===== src/rtl/ps2_kbd_rx.sv =====
// PS/2 keyboard receiver: pin synchroniser, 11-bit frame deframer with parity check,
// scan-code FIFO behind a valid/ready port, and held-key / press-count tracking.
module ps2_kbd_rx #(
  parameter int unsigned FIFO_DEPTH  = 8,
  parameter int unsigned TIMEOUT_CYC = 50000
) (
  input  logic       clk,
  input  logic       rst,
  input  logic       ps2_clk,
  input  logic       ps2_data,
  input  logic       code_ready,
  output logic       code_valid,
  output logic [7:0] code,
  output logic       overflow,
  output logic       frame_err,
  output logic [7:0] cur_code,
  output logic       key_down,
  output logic [7:0] key_count
);

  localparam int unsigned AW = $clog2(FIFO_DEPTH);
  localparam int unsigned TW = $clog2(TIMEOUT_CYC + 1);

  typedef enum logic {StIdle, StShift} state_e;

  // Synchroniser and edge-detect flops
  logic clk_s1_q, clk_s2_q, clk_prev_q, data_s1_q, data_s2_q;
  logic fall;

  // Receiver state
  state_e        state_q, state_d;
  logic [3:0]    bitcnt_q, bitcnt_d;
  logic [10:0]   frame_q, frame_d, frame_nxt;
  logic [TW-1:0] tmo_q, tmo_d;
  logic          frame_err_q, frame_err_d;
  logic          push, frame_ok;
  logic [7:0]    rx_byte;

  // FIFO state
  logic [AW:0]   wr_ptr_q, wr_ptr_d, rd_ptr_q, rd_ptr_d;
  logic [7:0]    mem_q [FIFO_DEPTH];
  logic [7:0]    mem_d [FIFO_DEPTH];
  logic          overflow_q, overflow_d;
  logic          empty, full, pop, wr_en;

  // Key tracking state
  logic          break_pending_q, break_pending_d;
  logic          key_down_q, key_down_d;
  logic [7:0]    cur_code_q, cur_code_d;
  logic [7:0]    key_count_q, key_count_d;

  // Two-flop synchronisers plus previous synced clock; idle-high reset avoids a false edge
  always_ff @(posedge clk) begin
    if (rst) begin
      clk_s1_q   <= 1'b1;
      clk_s2_q   <= 1'b1;
      clk_prev_q <= 1'b1;
      data_s1_q  <= 1'b1;
      data_s2_q  <= 1'b1;
    end else begin
      clk_s1_q   <= ps2_clk;
      clk_s2_q   <= clk_s1_q;
      clk_prev_q <= clk_s2_q;
      data_s1_q  <= ps2_data;
      data_s2_q  <= data_s1_q;
    end
  end

  assign fall = clk_prev_q & ~clk_s2_q;

  // Bits shift in from the top, so after 11 edges frame[0] is start and frame[10] is stop
  assign frame_nxt = {data_s2_q, frame_q[10:1]};
  assign frame_ok  = ~frame_nxt[0] & frame_nxt[10] & (^frame_nxt[9:1]);
  assign rx_byte   = frame_nxt[8:1];

  // Receiver FSM next-state, frame check and timeout
  always_comb begin
    state_d     = state_q;
    bitcnt_d    = bitcnt_q;
    frame_d     = frame_q;
    tmo_d       = '0;
    push        = 1'b0;
    frame_err_d = 1'b0;
    if (!fall && state_q == StShift) tmo_d = tmo_q + TW'(1);
    unique case (state_q)
      StIdle: begin
        if (fall) begin
          frame_d  = frame_nxt;
          bitcnt_d = 4'd1;
          state_d  = StShift;
        end
      end
      StShift: begin
        if (fall) begin
          frame_d  = frame_nxt;
          bitcnt_d = bitcnt_q + 4'd1;
          if (bitcnt_q == 4'd10) begin
            state_d     = StIdle;
            push        = frame_ok;
            frame_err_d = ~frame_ok;
          end
        end else if (tmo_q >= TW'(TIMEOUT_CYC)) begin
          // Abandon the partial frame silently
          state_d = StIdle;
        end
      end
      default: state_d = StIdle;
    endcase
  end

  // Receiver state register
  always_ff @(posedge clk) begin
    if (rst) begin
      state_q     <= StIdle;
      bitcnt_q    <= '0;
      frame_q     <= '0;
      tmo_q       <= '0;
      frame_err_q <= 1'b0;
    end else begin
      state_q     <= state_d;
      bitcnt_q    <= bitcnt_d;
      frame_q     <= frame_d;
      tmo_q       <= tmo_d;
      frame_err_q <= frame_err_d;
    end
  end

  // FIFO flags; pointers carry an extra wrap bit to tell full from empty
  assign empty = (wr_ptr_q == rd_ptr_q);
  assign full  = (wr_ptr_q[AW] != rd_ptr_q[AW]) && (wr_ptr_q[AW-1:0] == rd_ptr_q[AW-1:0]);
  assign pop   = ~empty & code_ready;
  assign wr_en = push & (~full | pop);

  // FIFO next-state: write, pop and sticky overflow
  always_comb begin
    mem_d      = mem_q;
    wr_ptr_d   = wr_ptr_q;
    rd_ptr_d   = rd_ptr_q;
    overflow_d = overflow_q | (push & full & ~pop);
    if (wr_en) begin
      mem_d[wr_ptr_q[AW-1:0]] = rx_byte;
      wr_ptr_d                = wr_ptr_q + 1'b1;
    end
    if (pop) rd_ptr_d = rd_ptr_q + 1'b1;
  end

  // FIFO pointer and flag registers
  always_ff @(posedge clk) begin
    if (rst) begin
      wr_ptr_q   <= '0;
      rd_ptr_q   <= '0;
      overflow_q <= 1'b0;
    end else begin
      wr_ptr_q   <= wr_ptr_d;
      rd_ptr_q   <= rd_ptr_d;
      overflow_q <= overflow_d;
    end
  end

  // FIFO storage needs no reset; contents are only observed while non-empty
  always_ff @(posedge clk) begin
    mem_q <= mem_d;
  end

  // Key tracking on every good byte, regardless of FIFO space
  always_comb begin
    break_pending_d = break_pending_q;
    key_down_d      = key_down_q;
    cur_code_d      = cur_code_q;
    key_count_d     = key_count_q;
    if (push) begin
      if (rx_byte == 8'hE0) begin
        // Extended-key prefix carries no key identity
      end else if (break_pending_q) begin
        break_pending_d = 1'b0;
        key_down_d      = 1'b0;
      end else if (rx_byte == 8'hF0) begin
        break_pending_d = 1'b1;
      end else if (!key_down_q || rx_byte != cur_code_q) begin
        cur_code_d  = rx_byte;
        key_down_d  = 1'b1;
        key_count_d = key_count_q + 8'd1;
      end
    end
  end

  // Key tracking registers
  always_ff @(posedge clk) begin
    if (rst) begin
      break_pending_q <= 1'b0;
      key_down_q      <= 1'b0;
      cur_code_q      <= 8'h00;
      key_count_q     <= 8'h00;
    end else begin
      break_pending_q <= break_pending_d;
      key_down_q      <= key_down_d;
      cur_code_q      <= cur_code_d;
      key_count_q     <= key_count_d;
    end
  end

  assign code_valid = ~empty;
  assign code       = mem_q[rd_ptr_q[AW-1:0]];
  assign overflow   = overflow_q;
  assign frame_err  = frame_err_q;
  assign cur_code   = cur_code_q;
  assign key_down   = key_down_q;
  assign key_count  = key_count_q;

endmodule


===== config.mk =====
export PLATFORM = sky130hd
export DESIGN_NAME = ps2_kbd_rx
export DESIGN_NICKNAME = d
export VERILOG_FILES = /design/src/rtl/ps2_kbd_rx.sv
export SDC_FILE = /design/constraint.sdc
export NUM_CORES = 1
export LEC_CHECK = 0
export CORE_AREA = 3 3 126 91
export DETAILED_ROUTE_END_ITERATION = 7
export DIE_AREA = 0 0 129 94
export GPL_TIMING_DRIVEN = 0
export MAX_ROUTING_LAYER = met4
export PLACE_DENSITY = 0.78
export SYNTH_ARGS = -nofsm -noshare
export SYNTH_HDL_FRONTEND = slang
export SYNTH_SLANG_ARGS = --single-unit

===== constraint.sdc =====
create_clock -name clk -period 3.5 [get_ports clk]
set_clock_uncertainty 0.2 [all_clocks]
set_input_delay 0.7 -clock clk [delete_from_list [all_inputs] [get_ports clk]]
set_output_delay 0.7 -clock clk [all_outputs]
set_load 0.02 [all_outputs]

==> insert_results.sql, run 1 <==
INSERT INTO impl_metrics (metric_group, metric, value, unit) VALUES
('run_status', 'status', 'completed', ''),
('detailed_routing', 'antenna_left', '0', ''),
('timing', 'setup_tns', '0', 'ns'),
('critical_path', 'critPathKind', 'reg -> out', ''),
('place', 'dpl_cell_area', '5950', 'um2'),
('critical_path', 'crit_path_top_delay_cell', 'clkdlybuf4s50_1', ''),
('cts', 'worstSkewPairLatency', '0.41', 'ns'),
('hold_path', 'timing.hold.worst.class', 'reg -> reg', ''),
('finish', 'finalInstanceArea', '6710', 'um2'),
('yosys', 'synth_async_reset_ratio', '0', ''),
('finish', 'areaGrowthSynthToFinish', '22.8', '%'),
('pwr', 'post-layout-total-power', '3.40', 'mW'),
('detailed_routing', 'drt_iter0_drc', '313', ''),
('place', 'dpl.hpwl', '7770', 'um'),
('hold_path', 'timing.hold.worst.start', 'clk_s1_q', ''),
('die', 'die_h', '94', 'um'),
('timing', 'hold_ws', '0.206', 'ns'),
('timing', 'timing.final.crit_share', '0.969', ''),
('cts', 'cts_tree', 'built', ''),
('finish', 'antenna-diode-count', '0', ''),
('detailed_routing', 'route.final.wire_length', '12400', 'um'),
('finish', 'final_cell_mix', 'edfxtp_1, dfxtp_1, a21oi_1', ''),
('critical_path', 'crit_required', '2.60', 'ns'),
('finish', 'mostFrequentLayoutCell', 'edfxtp_1', ''),
('detailed_routing', 'viasPerCell', '5.88', ''),
('critical_path', 'critPathMaxFanout', '10', ''),
('pwr', 'ir_drop', '398', 'uV'),
('grt', 'antenna_violations_before_repair', '0', ''),
('yosys', 'synthesis.nets', '480', ''),
('critical_path', 'r2r_setup_slack', '0.18', 'ns'),
('timing', 'finalCriticalPeriod', '3.39', 'ns'),
('yosys', 'synthesis.instances', '463', ''),
('yosys', 'yosys.cell_types.count', '45', ''),
('place', 'gp_routability_congestion', '0.848', ''),
('detailed_routing', 'firstDrtPassIters', '5', ''),
('timing', 'timing_max_transition_violations_final', '0', ''),
('detailed_routing', 'avgRoutedWirePerCell', '18.8', 'um'),
('die', 'fp.coreArea', '10300', 'um2'),
('critical_path', 'crit_path_start_kind', 'flip-flop', ''),
('grt', 'wire_length_of_the_first_global_routing_pass', '20200', 'um'),
('pwr', 'power_density', '506', 'nW/um2'),
('critical_path', 'timing.critical_path.arrival', '2.49', 'ns'),
('yosys', 'sequential_cell_area_fraction_in_the_yosys_report', '0.586', ''),
('die', 'boundaryPins', '33', ''),
('pwr', 'leakage_power_total', '2.16', 'nW'),
('yosys', 'ys.warnings.count', '0', ''),
('critical_path', 'timing.critical_path.cells', 'buf_6 > buf_6 > mux4_2 > mux2_2 > clkdlybuf4s50_1', ''),
('grt', 'globalRoute.totalOverflow', '0', ''),
('timing', 'clock.fmax', '0.295', 'GHz'),
('timing', 'timing_hold_violations_final', '0', ''),
('cts', 'cts_root_buffer', 'clkbuf_16', ''),
('cts', 'clockBufferDepth', '2', ''),
('cts', 'cts_htree_levels', '4', ''),
('grt', 'vias_in_the_first_global_route', '3851', ''),
('yosys', 'synth-edff-count', '64', ''),
('finish', 'post_route_cells_drive_above_1_share', '0.183', ''),
('die', 'chipWidth', '129', 'um'),
('critical_path', 'worst_path_most_repeated_cell', 'buf_6', ''),
('critical_path', 'cp_peak_stage_delay', '0.53', 'ns'),
('cts', 'clk_pin_slew_worst_paths', '0.06', 'ns'),
('die', 'start_util', '0.530', ''),
('finish', 'finalCoreUtilization', '0.651', ''),
('critical_path', 'timing.critical_path.to_type', 'output pin', ''),
('timing', 'tightestPinTransition', '0.870', 'ns'),
('detailed_routing', 'remaining_drc_errors', '0', ''),
('yosys', 'avgSynthCellArea', '11.8', 'um2'),
('detailed_routing', 'routed-via-count', '3897', ''),
('yosys', 'synth-seq-cells', '128', ''),
('timing', 'rsz_0062_raised_after_global_routing', 'false', ''),
('place', 'buffer_ports.inserted', '32', ''),
('yosys', 'synth_ff_type', 'edfxtp_1', ''),
('cts', 'cts_inserted_buffers', '17', ''),
('critical_path', 'regToRegStartpoint', 'frame_q[4]', ''),
('timing', 'max-slew-margin-rel', '0.415', ''),
('yosys', 'netlist_area_before_placement', '5470', 'um2'),
('critical_path', 'critical_path.startpoint', 'rd_ptr_q[0]', ''),
('finish', 'final_stage_net_count', '535', ''),
('die', 'rows', '31', ''),
('run', 'timing.max_cap.violations', '0', ''),
('grt', 'grt_util_all_layers', '0.225', ''),
('grt', 'pin_count_of_the_biggest_net_entering_global_routing', '17', ''),
('cts', 'post_cts_hold_buffer_count', '0', ''),
('timing', 'timing.final.setup_violations', '0', ''),
('cts', 'cts_sinks', '128', ''),
('die', 'floorplan_die_area', '12100', 'um2');
per-stage QoR:
| step | worst slack [ns] | std cells |
|---|---|---|
| 2_1_floorplan | 0.234 | 463 |
| 3_3_place_gp | -0.489 | 627 |
| 3_5_place_dp | -0.717 | 627 |
| 4_1_cts | -0.000552 | 663 |
| 5_1_grt | 0.000944 | 663 |
| 6_report | 0.108 | 663 |
cells in the mapped netlist (2+ instances only):
master	count	share of area
ha_1	12	0.027
xor2_1	13	0.021
edfxtp_1	64	0.35
o41ai_1	2	0.0032
nand3b_1	3	0.0041
or4_1	3	0.0041
a21oi_1	41	0.038
dfxtp_1	64	0.23
a211oi_1	2	0.0027
clkbuf_1	14	0.0096
mux4_2	16	0.066
mux2_2	8	0.016
o31ai_1	5	0.0069
nand4_1	12	0.014
nor3_1	8	0.0073
buf_2	2	0.0018
o21ai_0	20	0.018
or3_1	9	0.010
buf_1	5	0.0034
a31oi_1	2	0.0023
xnor2_1	14	0.022
nor2_1	33	0.023
nor2b_1	2	0.0023
nand2b_1	6	0.0069
or2_2	5	0.0057
nand3_1	22	0.020
a31o_2	3	0.0048
inv_1	19	0.013
nand2_1	38	0.026
flip-flops by register name (all words and copies together), names as in the netlist:
signal           cells
wr_ptr_q             4
tmo_q               16
data_s2_q            1
bitcnt_q             4
rd_ptr_q             4
frame_q             10
break_pending_q      1
overflow             1
clk_s2_q             1
key_down             1
clk_s1_q             1
clk_prev_q           1
data_s1_q            1
key_count            8
mem_q               64
cur_code             8
frame_err            1
state_q              1
layout make-up:
class / count / area, um2
inverter: 19 / 71.3
sequential: 128 / 3210
multi-input combinational: 294 / 2190
tap: 132 / 165
fill: 748 / 3600
timing repair buffer: 36 / 368
clock inverter: 15 / 174
clock buffer: 17 / 425
buffer: 22 / 110
power breakdown:
part | internal, mW | total [mW] | switching [mW]
registers | 1.56 | 1.57 | 0.00353
clock network | 1.07 | 1.79 | 0.718
logic | 0.0144 | 0.0417 | 0.0273
logic make-up after synthesis:
group | synth area share
compound gates | 0.0835
xor+xnor | 0.0506
simple gates | 0.141
fa+ha+maj | 0.0275
flops | 0.586
buf+inv | 0.0293
mux | 0.0824
repair_timing:
| item | in CTS | in global routing |
|---|---|---|
| gates cloned | 0 | 0 |
| endpoints found under the setup margin | 73 | 66 |
| setup buffers | 4 | 0 |
| pin swaps | 2 | 1 |
| resized for setup | 26 | 14 |
worst max-delay path: cells and delay by family, from the launching register on:
kind	cells	cell delay, ns
muxes	2	0.79
buffers and inverters	3	0.93
DFF	1	0.35
final timing paths:
check              end  cells after the start
max            code[7]                      5
min           clk_s2_q                      1
min reg2reg   clk_s2_q                      1
max reg2reg  mem_q[24]                      8
per-layer routing:
| metal | global-route usage | share of wire |
|---|---|---|
| met2 | 0.345 | 0.47 |
| met5 | - | 0 |
| met1 | 0.297 | 0.46 |
| met4 | 0.0734 | 0.012 |
| met3 | 0.0568 | 0.057 |
No activity file was read; power rests on OpenSTA's default activity.
==> run 2: changes to the inputs <==
--- a/config.mk
+++ b/config.mk
@@ -5,12 +5,14 @@
 export SDC_FILE = /design/constraint.sdc
 export NUM_CORES = 1
 export LEC_CHECK = 0
+export ABC_CLOCK_PERIOD_IN_PS = 3500
 export CORE_AREA = 3 3 126 91
 export DETAILED_ROUTE_END_ITERATION = 7
 export DIE_AREA = 0 0 129 94
 export GPL_TIMING_DRIVEN = 0
 export MAX_ROUTING_LAYER = met4
 export PLACE_DENSITY = 0.78
+export SETUP_SLACK_MARGIN = 0.2
 export SYNTH_ARGS = -nofsm -noshare
 export SYNTH_HDL_FRONTEND = slang
 export SYNTH_SLANG_ARGS = --single-unit
==> run 2 against run 1 <==
Die area did not move. Fmax up 6.3%. Combinational power rose by 4%. Critical path type unchanged. Clock power hardly changed. Largest cell class unchanged. Non-clock buffer count is 4 higher. Utilization rose by 0.35 points. Register-to-register slack better by 0.14 ns. Worst setup slack gained 0.20 ns. Cell area increased by 0.54%. Critical endpoint is now code[5]. Routed wire length rose by 3.1%.
==> insert_results.sql, run 2 (same netlist as run 1, synthesis figures left out) <==
INSERT INTO impl_metrics (metric_group, metric, value, unit) VALUES
('place', 'gp_routability_congestion', '0.848', ''),
('grt', 'pin_count_of_the_biggest_net_entering_global_routing', '17', ''),
('grt', 'antenna_violations_before_repair', '0', ''),
('detailed_routing', 'top_layer', 'met4', ''),
('critical_path', 'timing.critical_path.to_type', 'output pin', ''),
('die', 'start_util', '0.530', ''),
('die', 'fp.coreArea', '10300', 'um2'),
('die', 'rows', '31', ''),
('detailed_routing', 'met2WireLength', '6080', 'um'),
('detailed_routing', 'drt_iter0_drc', '281', ''),
('critical_path', 'crit_path_start_kind', 'flip-flop', ''),
('cts', 'cts_sinks', '128', ''),
('pwr', 'power_density', '505', 'nW/um2'),
('finish', 'areaGrowthSynthToFinish', '23.5', '%'),
('finish', 'ff_latch_area', '3210', 'um2'),
('finish', 'final_cell_count_without_fillers', '667', ''),
('detailed_routing', 'avgRoutedWirePerCell', '19.2', 'um'),
('cts', 'cts_root_buffer', 'clkbuf_16', ''),
('pwr', 'leakage_power_total', '2.18', 'nW'),
('grt', 'globalRoute.totalOverflow', '0', ''),
('hold_path', 'timing.hold.worst.class', 'reg -> reg', ''),
('grt', 'grt_util_all_layers', '0.228', ''),
('timing', 'timing_hold_violations_final', '0', ''),
('finish', 'layout_top_registers', 'mem_q: 64 flops, tmo_q: 16 flops, frame_q: 10 flops', ''),
('detailed_routing', 'viasPerCell', '5.90', ''),
('timing', 'finalCriticalPeriod', '3.19', 'ns'),
('finish', 'final_stage_net_count', '539', ''),
('detailed_routing', 'antenna_left', '0', ''),
('cts', 'clk_pin_slew_worst_paths', '0.06', 'ns'),
('die', 'boundaryPins', '33', ''),
('detailed_routing', 'remaining_drc_errors', '0', ''),
('critical_path', 'critPathKind', 'reg -> out', ''),
('cts', 'cts_inserted_buffers', '17', ''),
('cts', 'worstSkewPairLatency', '0.41', 'ns'),
('critical_path', 'timing.critical_path.arrival', '2.29', 'ns'),
('die', 'chipWidth', '129', 'um'),
('pwr', 'post-layout-total-power', '3.41', 'mW'),
('cts', 'cts_htree_levels', '4', ''),
('finish', 'post_route_cells_drive_above_1_share', '0.189', ''),
('run_status', 'status', 'completed', ''),
('critical_path', 'crit_required', '2.60', 'ns'),
('grt', 'vias_in_the_first_global_route', '3938', ''),
('cts', 'clockBufferDepth', '2', ''),
('finish', 'mostFrequentLayoutCell', 'edfxtp_1', ''),
('detailed_routing', 'met1Wirelength', '5740', 'um'),
('cts', 'cts_tree', 'built', ''),
('finish', 'fill_cells', '749', ''),
('finish', 'finalCoreUtilization', '0.654', ''),
('place', 'dp.cells', '627', ''),
('detailed_routing', 'routed-via-count', '3937', ''),
('detailed_routing', 'met3_wl', '786', 'um'),
('timing', 'tightestPinTransition', '0.988', 'ns'),
('detailed_routing', 'route.final.wire_length', '12800', 'um'),
('timing', 'rsz_0062_raised_after_global_routing', 'false', ''),
('die', 'floorplan_die_area', '12100', 'um2'),
('place', 'buffer_ports.inserted', '32', ''),
('die', 'die_h', '94', 'um'),
('run', 'timing.max_cap.violations', '0', ''),
('timing', 'timing_max_transition_violations_final', '0', ''),
('timing', 'timing.final.crit_share', '0.912', ''),
('place', 'dpl.hpwl', '7770', 'um'),
('finish', 'max_reg_flops', '64', ''),
('cts', 'post_cts_hold_buffer_count', '0', ''),
('timing', 'max-slew-margin-rel', '0.333', ''),
('timing', 'timing.final.setup_violations', '0', ''),
('finish', 'largest_register', 'mem_q', ''),
('timing', 'clock.fmax', '0.313', 'GHz'),
('finish', 'final_cell_mix', 'edfxtp_1, dfxtp_1, a21oi_1', ''),
('finish', 'antenna-diode-count', '0', ''),
('detailed_routing', 'firstDrtPassIters', '5', ''),
('grt', 'wire_length_of_the_first_global_routing_pass', '20500', 'um'),
('pwr', 'ir_drop', '418', 'uV'),
('finish', 'multi_input_comb_area', '2200', 'um2'),
('critical_path', 'critPathMaxFanout', '10', '');
## run 2: power breakdown
part	internal, mW	switching [mW]	total, mW
Combinational	0.0151	0.0281	0.0432
Clock	1.07	0.727	1.80
Sequential	1.56	0.00360	1.57
Total	2.65	0.759	3.41
## run 2: cell type report
cell class | count | share of cell area
inverters | 19 | 0.0106
multi-input cells | 294 | 0.326
plain buffers | 22 | 0.0178
clock buffers | 17 | 0.0630
well taps | 132 | 0.0245
clock inverters | 15 | 0.0258
flip-flops and latches | 128 | 0.475
repair buffers | 40 | 0.0567
## run 2: final timing paths
kind / slack (ns) / depth (start not counted) / from / end
max reg2reg: 0.32 / 9 / frame_q[6] / mem_q[24]
min reg2reg: 0.21 / 1 / data_s1_q / data_s2_q
max: 0.31 / 5 / rd_ptr_q[0] / code[5]
min: 0.21 / 1 / data_s1_q / data_s2_q
## run 2: what timing repair did
action	in CTS	in global routing
pin swaps	2	3
gates resized for setup	44	3
setup buffers	4	4
endpoints found under the setup margin	73	62
gates cloned	0	0
## run 2: metal layers
layer | GRT usage | vias to the layer above
met5 | - | -
met1 | 0.293 | 1931
li1 | - | 1824
met2 | 0.352 | 164
met3 | 0.0585 | 18
met4 | 0.0857 | 0
## run 2: per-stage QoR
stage	worst slack, ns	TNS (ns)	area (um2)	hold WS (ns)
floorplan	0.234	0	5470	0.189
global placement	-0.489	-10.65	5950	0.192
detailed placement	-0.717	-19.11	5950	0.193
CTS	0.222	0	6700	0.207
global route	0.178	0	6750	0.223
finish	0.309	0	6750	0.205
## run 2: critical path, stage by stage, from the launching register on
cell and delay [ns]:
dfxtp_1 0.36, buf_6 0.20, buf_8 0.19, mux4_2 0.52, mux2_2 0.28, dlygate4sd2_1 0.32
